--- src/rtl/axis_arb_pkg.sv ---
// rtl/axis_arb_pkg.sv - shared arbiter state type and round-robin priority search
package axis_arb_pkg;

  typedef enum logic [0:0] {ARB_IDLE, ARB_LOCKED} arb_state_t;

  localparam int unsigned RrMaxPorts = 32;
  localparam int unsigned RrIdxW     = 5;

  typedef struct packed {
    logic              found;
    logic [RrIdxW-1:0] idx;
  } rr_pick_t;

  // Walks offsets from far to near so the candidate closest to ptr is written last and wins.
  function automatic rr_pick_t rr_pick(input logic [RrMaxPorts-1:0] req,
                                       input int unsigned n,
                                       input int unsigned ptr);
    rr_pick_t    res;
    int unsigned cand;
    res = '0;
    for (int off = RrMaxPorts - 1; off >= 0; off--) begin
      cand = ptr + unsigned'(off);
      if (cand >= n) cand = cand - n;
      if ((unsigned'(off) < n) && req[cand[RrIdxW-1:0]]) begin
        res.found = 1'b1;
        res.idx   = cand[RrIdxW-1:0];
      end
    end
    return res;
  endfunction

endpackage

--- src/rtl/axis_rr_pick.sv ---
// rtl/axis_rr_pick.sv - combinational round-robin pick: first requester at or after ptr, wrapping
module axis_rr_pick
  import axis_arb_pkg::*;
#(
  parameter int unsigned NumPorts = 4,
  parameter int unsigned IdxWidth = (NumPorts > 1) ? $clog2(NumPorts) : 1
) (
  input  logic [NumPorts-1:0] req_i,
  input  logic [IdxWidth-1:0] ptr_i,
  output logic                found_o,
  output logic [IdxWidth-1:0] idx_o
);

  logic [RrMaxPorts-1:0] req_ext;
  rr_pick_t              pick;

  always_comb begin
    req_ext                 = '0;
    req_ext[NumPorts-1:0]   = req_i;
    pick                    = rr_pick(req_ext, NumPorts, 32'(ptr_i));
    found_o                 = pick.found;
    idx_o                   = IdxWidth'(pick.idx);
  end

endmodule

--- src/rtl/axis_rr_arbiter.sv ---
// rtl/axis_rr_arbiter.sv - packet-locking round-robin arbiter merging NumPorts streams into one registered sink
module axis_rr_arbiter
  import axis_arb_pkg::*;
#(
  parameter int unsigned NumPorts   = 4,
  parameter int unsigned DataWidth  = 16,
  parameter bit          LockOnLast = 1'b1,
  parameter int unsigned IdxWidth   = (NumPorts > 1) ? $clog2(NumPorts) : 1
) (
  input  logic                          clk_i,
  input  logic                          rst_ni,
  input  logic [NumPorts*DataWidth-1:0] s_data_i,
  input  logic [NumPorts-1:0]           s_last_i,
  input  logic [NumPorts-1:0]           s_valid_i,
  output logic [NumPorts-1:0]           s_ready_o,
  output logic [DataWidth-1:0]          m_data_o,
  output logic                          m_last_o,
  output logic [IdxWidth-1:0]           m_src_o,
  output logic                          m_valid_o,
  input  logic                          m_ready_i,
  output logic                          busy_o
);

  arb_state_t           state_q, state_d;
  logic [IdxWidth-1:0]  grant_q, grant_d;
  logic [IdxWidth-1:0]  ptr_q, ptr_d;
  logic [IdxWidth-1:0]  pick_idx;
  logic                 pick_found;

  logic                 out_rdy;
  logic                 sel_valid, sel_last, xfer;
  logic [DataWidth-1:0] sel_data;

  logic                 oval_q, olast_q;
  logic [DataWidth-1:0] odata_q;
  logic [IdxWidth-1:0]  osrc_q;

  axis_rr_pick #(
    .NumPorts (NumPorts),
    .IdxWidth (IdxWidth)
  ) u_pick (
    .req_i   (s_valid_i),
    .ptr_i   (ptr_q),
    .found_o (pick_found),
    .idx_o   (pick_idx)
  );

  assign out_rdy = !oval_q || m_ready_i;

  always_comb begin
    sel_valid = 1'b0;
    sel_last  = 1'b0;
    sel_data  = '0;
    for (int k = 0; k < NumPorts; k++) begin
      if (grant_q == IdxWidth'(k)) begin
        sel_valid = s_valid_i[k];
        sel_last  = s_last_i[k];
        sel_data  = s_data_i[k*DataWidth +: DataWidth];
      end
    end
  end

  assign xfer = (state_q == ARB_LOCKED) && sel_valid && out_rdy;

  always_comb begin
    state_d   = state_q;
    grant_d   = grant_q;
    ptr_d     = ptr_q;
    s_ready_o = '0;
    case (state_q)
      ARB_IDLE: begin
        if (pick_found) begin
          grant_d = pick_idx;
          state_d = ARB_LOCKED;
        end
      end
      ARB_LOCKED: begin
        // Ready depends only on the grant register and out_rdy, never on s_valid_i.
        for (int k = 0; k < NumPorts; k++) begin
          s_ready_o[k] = (grant_q == IdxWidth'(k)) && out_rdy;
        end
        if (xfer && (sel_last || !LockOnLast)) begin
          ptr_d   = (grant_q == IdxWidth'(NumPorts - 1)) ? '0 : grant_q + IdxWidth'(1);
          state_d = ARB_IDLE;
        end
      end
      default: state_d = ARB_IDLE;
    endcase
  end

  always_ff @(posedge clk_i or negedge rst_ni) begin
    if (!rst_ni) begin
      state_q <= ARB_IDLE;
      grant_q <= '0;
      ptr_q   <= '0;
    end else begin
      state_q <= state_d;
      grant_q <= grant_d;
      ptr_q   <= ptr_d;
    end
  end

  // Output register loads whenever it is empty or being drained; bubbles load oval=0.
  always_ff @(posedge clk_i or negedge rst_ni) begin
    if (!rst_ni) begin
      oval_q  <= 1'b0;
      odata_q <= '0;
      olast_q <= 1'b0;
      osrc_q  <= '0;
    end else if (out_rdy) begin
      oval_q  <= (state_q == ARB_LOCKED) && sel_valid;
      odata_q <= sel_data;
      olast_q <= sel_last;
      osrc_q  <= grant_q;
    end
  end

  assign m_valid_o = oval_q;
  assign m_data_o  = odata_q;
  assign m_last_o  = olast_q;
  assign m_src_o   = osrc_q;
  assign busy_o    = (state_q == ARB_LOCKED);

endmodule

--- config.mk ---
export PLATFORM = sky130hd
export DESIGN_NAME = axis_rr_arbiter
export DESIGN_NICKNAME = d
export VERILOG_FILES = /design/src/rtl/axis_arb_pkg.sv /design/src/rtl/axis_rr_pick.sv /design/src/rtl/axis_rr_arbiter.sv
export SDC_FILE = /design/constraint.sdc
export NUM_CORES = 1
export LEC_CHECK = 0
export BUFFER_PORTS_ARGS = -buffer_cell sky130_fd_sc_hd__buf_2
export CAP_MARGIN = 10
export CORE_ASPECT_RATIO = 0.7
export CORE_MARGIN = 2
export CORE_UTILIZATION = 40
export CTS_CLUSTER_SIZE = 16
export DETAILED_ROUTE_END_ITERATION = 8
export GPL_ROUTABILITY_DRIVEN = 0
export GPL_TIMING_DRIVEN = 0
export PLACE_DENSITY = 0.74
export REMOVE_ABC_BUFFERS = 1
export SLEW_MARGIN = 20
export SYNTH_ARGS = -nofsm -noshare
export SYNTH_HDL_FRONTEND = slang
export SYNTH_SLANG_ARGS = --single-unit
--- constraint.sdc ---
create_clock -name clk_i -period 2.2 [get_ports clk_i]
set_input_delay 0.11 -clock clk_i [delete_from_list [all_inputs] [get_ports clk_i]]
set_output_delay 0.11 -clock clk_i [all_outputs]
set_load 0.02 [all_outputs]
==> metrics.csv, run 1 <==
stage;metric;value;unit
status;outcome;finished clean;
sta;finalCritPeriodShare;97.1;%
setup_path;required;2.35;ns
sta;finClkSkew;0.0134;ns
yosys;ys_ff_latch;25;
clock_network;cts_buffers;3;
setup_path;cp-startpoint;grant_q[0]$_DFFE_PN0P_;
detailed_routing;postRouteAntennaNets;0;
clock_network;cts_tree;built;
setup_path;cp_slowest_cell;or4_4;
setup_path;r2r-start;grant_q[0]$_DFFE_PN0P_;
clock_network;cts_num_sinks;25;
die;rows;20;
yosys;synth.area.top_cells;dfrtp_1, a221oi_1, ha_1;
die;die_h;59.9;um
die;coreArea;4300;um2
setup_path;rr_worst_depth;7;
sta;slew_viol_final;0;
final_layout;final_common_cell;buf_2;
yosys;synth-compound-area-share;24.7;%
grt;antenna_found_initial;0;
grt;grt_max_degree;39;
die;die_w;83.8;um
grt;grt_pass1_vias;1747;
setup_path;critPathKind;reg -> reg;
yosys;synth.avg_cell_area;8.57;um2
yosys;netlist_area;1780;um2
clock_network;cts_buffer_depth;2;
yosys;synth_cell_types;36;
yosys;ys.warnings.count;0;
clock_network;root_buffer;clkbuf_8;
clock_network;clk_pin_slew_worst_paths;0.10;ns
sta;finalSetupTns;0;ns
setup_path;crit_chain;inv_4 > ha_4 > nor2b_4 > a221o_2 > a22oi_2 > or4_4 > mux2_4;
setup_path;r2r_setup_slack;0.06;ns
sta;fmax;468;MHz
sta;finalSetupViolCount;0;
place;placed_cells;345;
place;post-dp-hpwl;3.55;mm
detailed_routing;drcViolationCount;0;
final_layout;most-common-layout-cells;buf_2, nand2_1, dfrtp_1;
yosys;netlist_instances;208;
detailed_routing;drtPass1Iterations;4;
detailed_routing;wl_per_cell;15.4;um
yosys;synth_top_family_by_area;compound AO/OA/AOI/OAI gates;
power_and_ir_drop;vdd_drop_max;0.000692;V
sta;worstMarginPinSlew;0.707;ns
die;pin_count;100;
grt;grt_pass1_wl;8.31;mm
yosys;synth-main-ff-cell;dfrtp_1;
sta;relSlewSlack;52.7;%
yosys;yosys.area_share.simple;20.2;%
yosys;synthArstFlopShare;100;%
die;initial_core_util;41.4;%
final_layout;layout-drive-gt1-share;44.8;%
clock_network;clk_latency;0.27;ns
setup_path;worstSetupStartpointType;register;
detailed_routing;wirelength;5.63;mm
yosys;synth_edf_count;0;
flow_run;drv_cap;0;
place;numPortBuffers;99;
power_and_ir_drop;powerDensity;1450;nW/um2
yosys;synthAdderAreaFrac;6.32;%
yosys;yosysTopAreaCell;dfrtp_1;
grt;grt_usage;20.8;%
hold_path;hold_path_class;in -> reg;
setup_path;cp.arrival;2.29;ns
sta;hold_viol_final;0;
yosys;synth_top_area_share;35.1;%
power_and_ir_drop;leakagePower;1.25;nW
final_layout;synthToLayoutAreaGrowth;42.4;%
setup_path;endpoint_kind;register;
setup_path;crit_family;simple AND/OR/NAND/NOR gates;
final_layout;nets;395;
die;die-area;5020;um2
yosys;muxShareOfSynthArea;7.58;%
sta;period_minus_slack;2.14;ns
yosys;seq_area_frac_synth;35.1;%
final_layout;instances_no_fill;365;
final_layout;antenna_cells;0;
setup_path;path_max_fanout;4;
grt;grt_overflow;0;
setup_path;crit_cells;7;
setup_path;max_stage_delay;0.58;ns
detailed_routing;drtIter0Drc;59;
detailed_routing;via_per_inst;5.31;
clock_network;h-tree-depth;1;
detailed_routing;num_vias;1937;
yosys;synth_xor_area_share;0;%
setup_path;r2r_end;ptr_q[1]$_DFFE_PN0P_;
setup_path;cp_num_buf_inv;1;
setup_path;endpoint;ptr_q[1]$_DFFE_PN0P_;
-- where the power goes --
| part | internal, mW | switching, mW |
|---|---|---|
| logic | 1.13 | 1.40 |
| clock network | 0.128 | 0.151 |
| registers | 0.690 | 0.182 |
| total | 1.94 | 1.73 |
-- worst min-delay path, delay by kind of cell --
family | cells | cell delay (ns)
buffers and inverters | 1 | 0.08
AO/OA/AOI/OAI | 2 | 0.17
-- cells by family (layout without fill, tap and decap cells) --
| group | after synthesis | count (layout) |
|---|---|---|
| AOI/OAI and AO/OA | 68 | 68 |
| adders and majority gates | 9 | 9 |
| buffers and inverters | 26 | 128 |
| DFF | 25 | 25 |
| muxes | 10 | 10 |
| and+or+nand+nor | 70 | 70 |
-- routing by layer --
| layer | vias up | share of wire, % | routed length, um | global-route usage [%] |
|---|---|---|---|---|
| met1 | 903 | 47 | 2650 | 27.1 |
| met4 | 0 | 0.48 | 27 | 2.07 |
| met2 | 69 | 46 | 2600 | 37.7 |
| met5 | - | 0 | 0 | 0 |
| li1 | 963 | - | - | - |
| met3 | 2 | 6.3 | 356 | 4.42 |
-- repair_timing --
action | in CTS | in global routing
hold buffers | 1 | 0
endpoints found under the hold margin | 25 | 0
setup buffers | 3 | 12
gates resized for setup | 11 | 5
pin swaps | 1 | 4
endpoints found under the setup margin | 23 | 5
-- worst min-delay path by stage --
stage / start / endpoint / cells after the start
after floorplan: rst_ni / busy_o$_DFF_PN0_ / 0
after global placement: rst_ni / m_data_o[0]$_DFFE_PN0N_ / 1
after detailed placement: rst_ni / m_data_o[15]$_DFFE_PN0N_ / 1
after CTS: s_data_i[52] / m_data_o[4]$_DFFE_PN0N_ / 3
after global routing: s_data_i[57] / m_data_o[9]$_DFFE_PN0N_ / 3
final: s_data_i[52] / m_data_o[4]$_DFFE_PN0N_ / 3
-- stage by stage --
stage	area (um2)	power (mW)	hold WS, ns	utilization (%)	worst slack (ns)
2_1_floorplan	1700	2.37	-0.186	-	-0.278
3_3_place_gp	2270	2.94	0.135	52.7	-0.859
3_5_place_dp	2290	3.03	0.142	53.2	-0.926
4_1_cts	2420	3.46	0.117	56.2	0.0112
5_1_grt	2540	4.01	0.133	59.0	-0.00311
6_report	2540	3.68	0.114	59.0	0.0636
-- flip-flops by register name (all words and copies together) (netlist names) --
signal and cells:
m_last_o 1, m_data_o 16, grant_q 2, m_src_o 2, ptr_q 2, m_valid_o 1, busy_o 1
-- synthesized netlist by cell type (all sizes together), types with 2 or more instances --
master	n
nand2b	2
o21ai	20
buf	5
mux4	2
nor3	16
and3	4
a21oi	21
nand2	22
inv	8
clkbuf	13
a221oi	15
ha	9
mux2	2
mux2i	6
a22oi	2
nor2b	18
nor2	4
dfrtp	25
a221o	2
-- final cells by class --
type / instances / area (um2)
fillers: 403 / 1770
multi-input cells: 157 / 1110
repair buffers: 116 / 644
flip-flops and latches: 25 / 629
well taps: 55 / 68.8
clock buffers: 3 / 41.3
inverters: 8 / 35.0
clock inverters: 1 / 7.51
No activity file was read; power rests on OpenSTA's default activity.
==> run 2: changes to the inputs <==
--- a/config.mk
+++ b/config.mk
@@ -15,7 +15,6 @@
 export GPL_ROUTABILITY_DRIVEN = 0
 export GPL_TIMING_DRIVEN = 0
 export PLACE_DENSITY = 0.74
-export REMOVE_ABC_BUFFERS = 1
 export SLEW_MARGIN = 20
 export SYNTH_ARGS = -nofsm -noshare
 export SYNTH_HDL_FRONTEND = slang
==> run 2 against run 1 <==
Compared with the run above: sequential share of layout area rose by 0.47 points; via count rose by 2.4%; clock skew down 0.0036 ns; utilization is 1.3 points lower; first-iteration DRC count up 130%; wire length down 1.0%; total power shrank 2.7%; final cell count up 1.1%; clock power rose by 1%; highest routed layer unchanged.
==> metrics.csv, run 2 (synthesized netlist as in run 1, its figures left out) <==
stage;metric;value;unit
setup_path;critPathKind;reg -> reg;
setup_path;path_max_fanout;3;
sta;finalSetupViolCount;0;
die;pin_count;100;
clock_network;root_buffer;clkbuf_8;
detailed_routing;via_per_inst;5.37;
sta;rsz0062_at_grt;no;
die;die_w;83.8;um
flow_run;drv_cap;0;
power_and_ir_drop;combPwrFrac;68.6;%
final_layout;antenna_cells;0;
sta;worstMarginPinSlew;0.558;ns
power_and_ir_drop;powerDensity;1440;nW/um2
clock_network;cts_tree;built;
power_and_ir_drop;p_sw_share;48.3;%
sta;finClkSkew;0.00982;ns
final_layout;final_common_cell;buf_2;
grt;grt_overflow;0;
final_layout;fin_area;2480;um2
setup_path;cp_num_buf_inv;1;
grt;antenna_found_initial;0;
grt;grt_pass1_wl;8.65;mm
final_layout;synthToLayoutAreaGrowth;39.2;%
detailed_routing;drtPass1Iterations;4;
detailed_routing;wl_per_cell;15.1;um
die;coreArea;4300;um2
place;placed_area;2350;um2
power_and_ir_drop;leakagePower;1.23;nW
grt;grt_max_degree;26;
grt;grt_usage;21.8;%
die;initial_core_util;41.4;%
setup_path;crit_family;simple AND/OR/NAND/NOR gates;
setup_path;cp-startpoint;grant_q[0]$_DFFE_PN0P_;
hold_path;worstHoldStart;s_data_i[62];
detailed_routing;postRouteAntennaNets;0;
power_and_ir_drop;clkPwrFrac;7.9;%
detailed_routing;dr_wl_met2;2.46;mm
sta;period_minus_slack;2.15;ns
place;placed_cells;362;
sta;fmax;465;MHz
clock_network;cts_buffers;3;
grt;grt_pass1_vias;1782;
place;numPortBuffers;99;
detailed_routing;route.met3.wl;320;um
hold_path;min_path_cells;3;
power_and_ir_drop;internal_power;1.85;mW
setup_path;r2r_end;ptr_q[0]$_DFFE_PN0P_;
setup_path;rr_worst_depth;7;
clock_network;clk_latency;0.28;ns
setup_path;r2r-start;grant_q[0]$_DFFE_PN0P_;
final_layout;fin_util;57.6;%
final_layout;nets;399;
power_and_ir_drop;power_frac_seq;23.5;%
sta;finalCritPeriodShare;97.8;%
detailed_routing;num_vias;1983;
hold_path;hold_path_class;in -> reg;
detailed_routing;drtIter0Drc;135;
setup_path;cp_slowest_cell;or4_4;
final_layout;layout-drive-gt1-share;41.7;%
setup_path;max_stage_delay;0.58;ns
detailed_routing;wirelength;5.57;mm
setup_path;endpoint_kind;register;
power_and_ir_drop;vdd_drop_max;0.000645;V
sta;relSlewSlack;62.8;%
setup_path;worstSetupStartpointType;register;
sta;slew_viol_final;0;
sta;finalSetupTns;0;ns
sta;hold_viol_final;0;
final_layout;largest_register_ff_count;16;
sta;hold_slack;0.113;ns
setup_path;crit_chain;ha_1 > nor2b_4 > buf_6 > a221o_2 > a22oi_2 > or4_4 > mux2_4;
clock_network;cts_buffer_depth;2;
detailed_routing;drcViolationCount;0;
power_and_ir_drop;switching_power;1.73;mW
place;post-dp-hpwl;4.35;mm
setup_path;r2r_setup_slack;0.05;ns
clock_network;h-tree-depth;1;
die;rows;20;
yosys;syn_nets;292;
setup_path;cp.arrival;2.31;ns
clock_network;cts_num_sinks;25;
hold_path;min_to;m_data_o[14]$_DFFE_PN0N_;
status;outcome;finished clean;
final_layout;fill_cells;412;
final_layout;most-common-layout-cells;buf_2, dfrtp_1, nand2_1;
die;die_h;59.9;um
detailed_routing;topRoutingLayerUsed;met4;
clock_network;clk_pin_slew_worst_paths;0.10;ns
detailed_routing;wl_met1;2.75;mm
die;die-area;5020;um2
setup_path;required;2.36;ns
final_layout;instances_no_fill;369;
-- run 2: cell count changes in the layout (fill, tap and decap cells not counted), sizes merged --
cell    before  now
clkbuf       3   18
buf        115  104
-- run 2: routing by layer --
metal,vias up,global-route usage [%]
met4,0,5.76
met2,65,31.5
met1,943,33.5
met5,-,0
met3,5,3.87
li1,970,-
-- run 2: layout make-up --
class                   instances  area [um2]  area share, %
multi-input cells             157        1090           43.9
flip-flops and latches         25         627           25.3
repair buffers                103         528           21.3
plain buffers                  17        86.3           3.48
well taps                      55        68.8           2.77
clock buffers                   3        41.3           1.66
inverters                       8        32.5           1.31
clock inverters                 1        7.51          0.303
-- run 2: power groups by stage --
stage,clock [mW],combinational [mW],sequential (mW)
3_3_place_gp,0,2.24,0.837
3_5_place_dp,0,2.29,0.847
4_1_cts,0.285,2.34,0.838
6_report,0.283,2.46,0.841
2_1_floorplan,0,1.41,1.04
5_1_grt,0.305,2.70,0.870
-- run 2: worst max-delay path by stage --
stage	endpoint	slack, ns	depth (start not counted)
final	ptr_q[0]$_DFFE_PN0P_	0.05	7
after CTS	ptr_q[0]$_DFFE_PN0P_	0.006	8
after floorplan	ptr_q[0]$_DFFE_PN0P_	0.17	8
after global placement	ptr_q[0]$_DFFE_PN0P_	-0.12	7
after detailed placement	ptr_q[0]$_DFFE_PN0P_	-0.17	7
after global routing	ptr_q[0]$_DFFE_PN0P_	0.004	7
-- run 2: worst register-to-register path, delay by kind of cell (launching register included) --
kind                     cells  cell delay, ns
buffers and inverters        1            0.11
adder cells (fa/ha/maj)      1            0.26
AO/OA/AOI/OAI                2            0.20
flip-flops                   1            0.45
multiplexers                 1            0.32
AND/OR/NAND/NOR              2            0.70
-- run 2: repair_timing --
item | in CTS | in global routing
setup endpoints to repair | 9 | 13
buffers inserted | 1 | 2
resized for setup | 5 | 16
pin swaps | 0 | 1
hold endpoints to repair | 25 | 0
hold buffers | 1 | 0
-- run 2: per-stage QoR --
stage	total power, mW	worst slack [ns]
after global routing	3.88	0.00428
final	3.58	0.0477
after CTS	3.46	0.00550
after floorplan	2.46	0.169
after detailed placement	3.14	-0.169
after global placement	3.08	-0.121
==> run 3: changes to the inputs <==
--- a/config.mk
+++ b/config.mk
@@ -14,7 +14,7 @@
 export DETAILED_ROUTE_END_ITERATION = 8
 export GPL_ROUTABILITY_DRIVEN = 0
 export GPL_TIMING_DRIVEN = 0
-export PLACE_DENSITY = 0.74
+export PLACE_DENSITY = 0.71
 export SLEW_MARGIN = 20
 export SYNTH_ARGS = -nofsm -noshare
 export SYNTH_HDL_FRONTEND = slang
==> run 3 against run 2 <==
Compared with the run above: worst setup slack better by 0.010 ns; via count is 2.7% lower; cell area grew 1.3%; critical endpoint unchanged; largest power group unchanged.
==> metrics.csv, run 3 (synthesized netlist as in run 1, its figures left out) <==
stage;metric;value;unit
status;outcome;finished clean;
sta;slew_viol_final;0;
sta;worstMarginPinSlew;0.559;ns
final_layout;nets;403;
sta;hold_viol_final;0;
sta;period_minus_slack;2.14;ns
place;post-dp-hpwl;4.30;mm
grt;grt_max_degree;26;
detailed_routing;wl_per_cell;14.4;um
die;initial_core_util;41.4;%
hold_path;hold_path_class;in -> reg;
die;rows;20;
setup_path;worstSetupStartpointType;register;
setup_path;required;2.36;ns
final_layout;most-common-layout-cells;buf_2, dfrtp_1, nand2_1;
grt;grt_pass1_vias;1679;
die;die_h;59.9;um
detailed_routing;postRouteAntennaNets;0;
place;placed_area;2350;um2
setup_path;cp.arrival;2.30;ns
grt;grt_overflow;0;
clock_network;cts_buffer_depth;2;
final_layout;instances_no_fill;373;
detailed_routing;wirelength;5.36;mm
final_layout;final_common_cell;buf_2;
die;coreArea;4300;um2
sta;finalSetupTns;0;ns
setup_path;path_max_fanout;6;
die;die_w;83.8;um
detailed_routing;drtPass1Iterations;4;
grt;grt_usage;20.8;%
grt;grt_pass1_wl;8.20;mm
clock_network;cts_tree;built;
flow_run;drv_cap;0;
yosys;syn_nets;292;
clock_network;root_buffer;clkbuf_8;
place;placed_cells;362;
detailed_routing;drcViolationCount;0;
final_layout;fin_area;2510;um2
power_and_ir_drop;leakagePower;1.25;nW
power_and_ir_drop;vdd_drop_max;0.000706;V
sta;finClkSkew;0.00273;ns
power_and_ir_drop;powerDensity;1440;nW/um2
final_layout;synthToLayoutAreaGrowth;40.9;%
clock_network;clk_pin_slew_worst_paths;0.09;ns
place;numPortBuffers;99;
sta;relSlewSlack;62.8;%
detailed_routing;num_vias;1930;
grt;antenna_found_initial;0;
sta;finalSetupViolCount;0;
clock_network;h-tree-depth;1;
sta;fmax;467;MHz
die;pin_count;100;
setup_path;critPathKind;reg -> reg;
detailed_routing;via_per_inst;5.17;
detailed_routing;drtIter0Drc;77;
final_layout;layout-drive-gt1-share;42.1;%
clock_network;clk_latency;0.27;ns
setup_path;endpoint_kind;register;
clock_network;cts_buffers;3;
clock_network;cts_num_sinks;25;
final_layout;antenna_cells;0;
sta;finalCritPeriodShare;97.4;%
final_layout;largest_register_ff_count;16;
die;die-area;5020;um2
## run 3: final timing paths
kind,slack [ns],to,cells past startpoint,startpoint
max,0.06,ptr_q[0]$_DFFE_PN0P_,8,grant_q[0]$_DFFE_PN0P_
min,0.12,m_data_o[1]$_DFFE_PN0N_,3,s_data_i[49]
max reg2reg,0.06,ptr_q[0]$_DFFE_PN0P_,8,grant_q[0]$_DFFE_PN0P_
min reg2reg,0.48,m_src_o[1]$_DFFE_PN0N_,2,m_src_o[1]$_DFFE_PN0N_
max in group asynchronous,1.48,grant_q[0]$_DFFE_PN0P_,2,rst_ni
min in group asynchronous,0.35,m_data_o[12]$_DFFE_PN0N_,2,rst_ni
## run 3: metrics by stage
step                setup slack, ns  power, mW  utilization [%]  hold slack [ns]
detailed placement          -0.0848       3.12             54.5            0.127
floorplan                     0.169       2.46                -           -0.186
global route                -0.0129       3.92             58.4            0.157
global placement            -0.0769       3.08             54.5            0.130
CTS                          0.0337       3.42             56.0            0.122
finish                       0.0580       3.62             58.4            0.124
## run 3: per-layer routing
layer  share of wire, %  GRT usage (%)
met5                  0              0
met1                 51           32.1
met4               0.22           3.00
met3                6.4           3.87
met2                 43           31.1
## run 3: cell type report
class / instances / area, um2
clock buffers: 3 / 41.3
inverters: 8 / 30.0
flip-flops and latches: 25 / 626
multi-input cells: 157 / 1100
repair buffers: 107 / 558
well taps: 55 / 68.8
fillers: 390 / 1790
plain buffers: 17 / 82.6
clock inverters: 1 / 5.00
## run 3: critical path, cell delays in order, from the launching register on
cell and delay [ns]:
dfrtp_1 0.43, inv_2 0.12, ha_4 0.14, nor2b_4 0.13, buf_6 0.12, a221o_2 0.14
a22oi_2 0.05, or4_4 0.58, mux2_4 0.31
## run 3: repair_timing
item,4_1_cts,5_1_grt
resized for setup,4,12
buffers inserted,0,7
hold endpoints to repair,25,0
hold buffers,1,0
endpoints found under the setup margin,5,10
pin swaps,0,2
## run 3: power by group
part           switching, mW  internal (mW)
registers              0.156          0.685
clock network          0.147          0.127
logic                   1.41           1.09
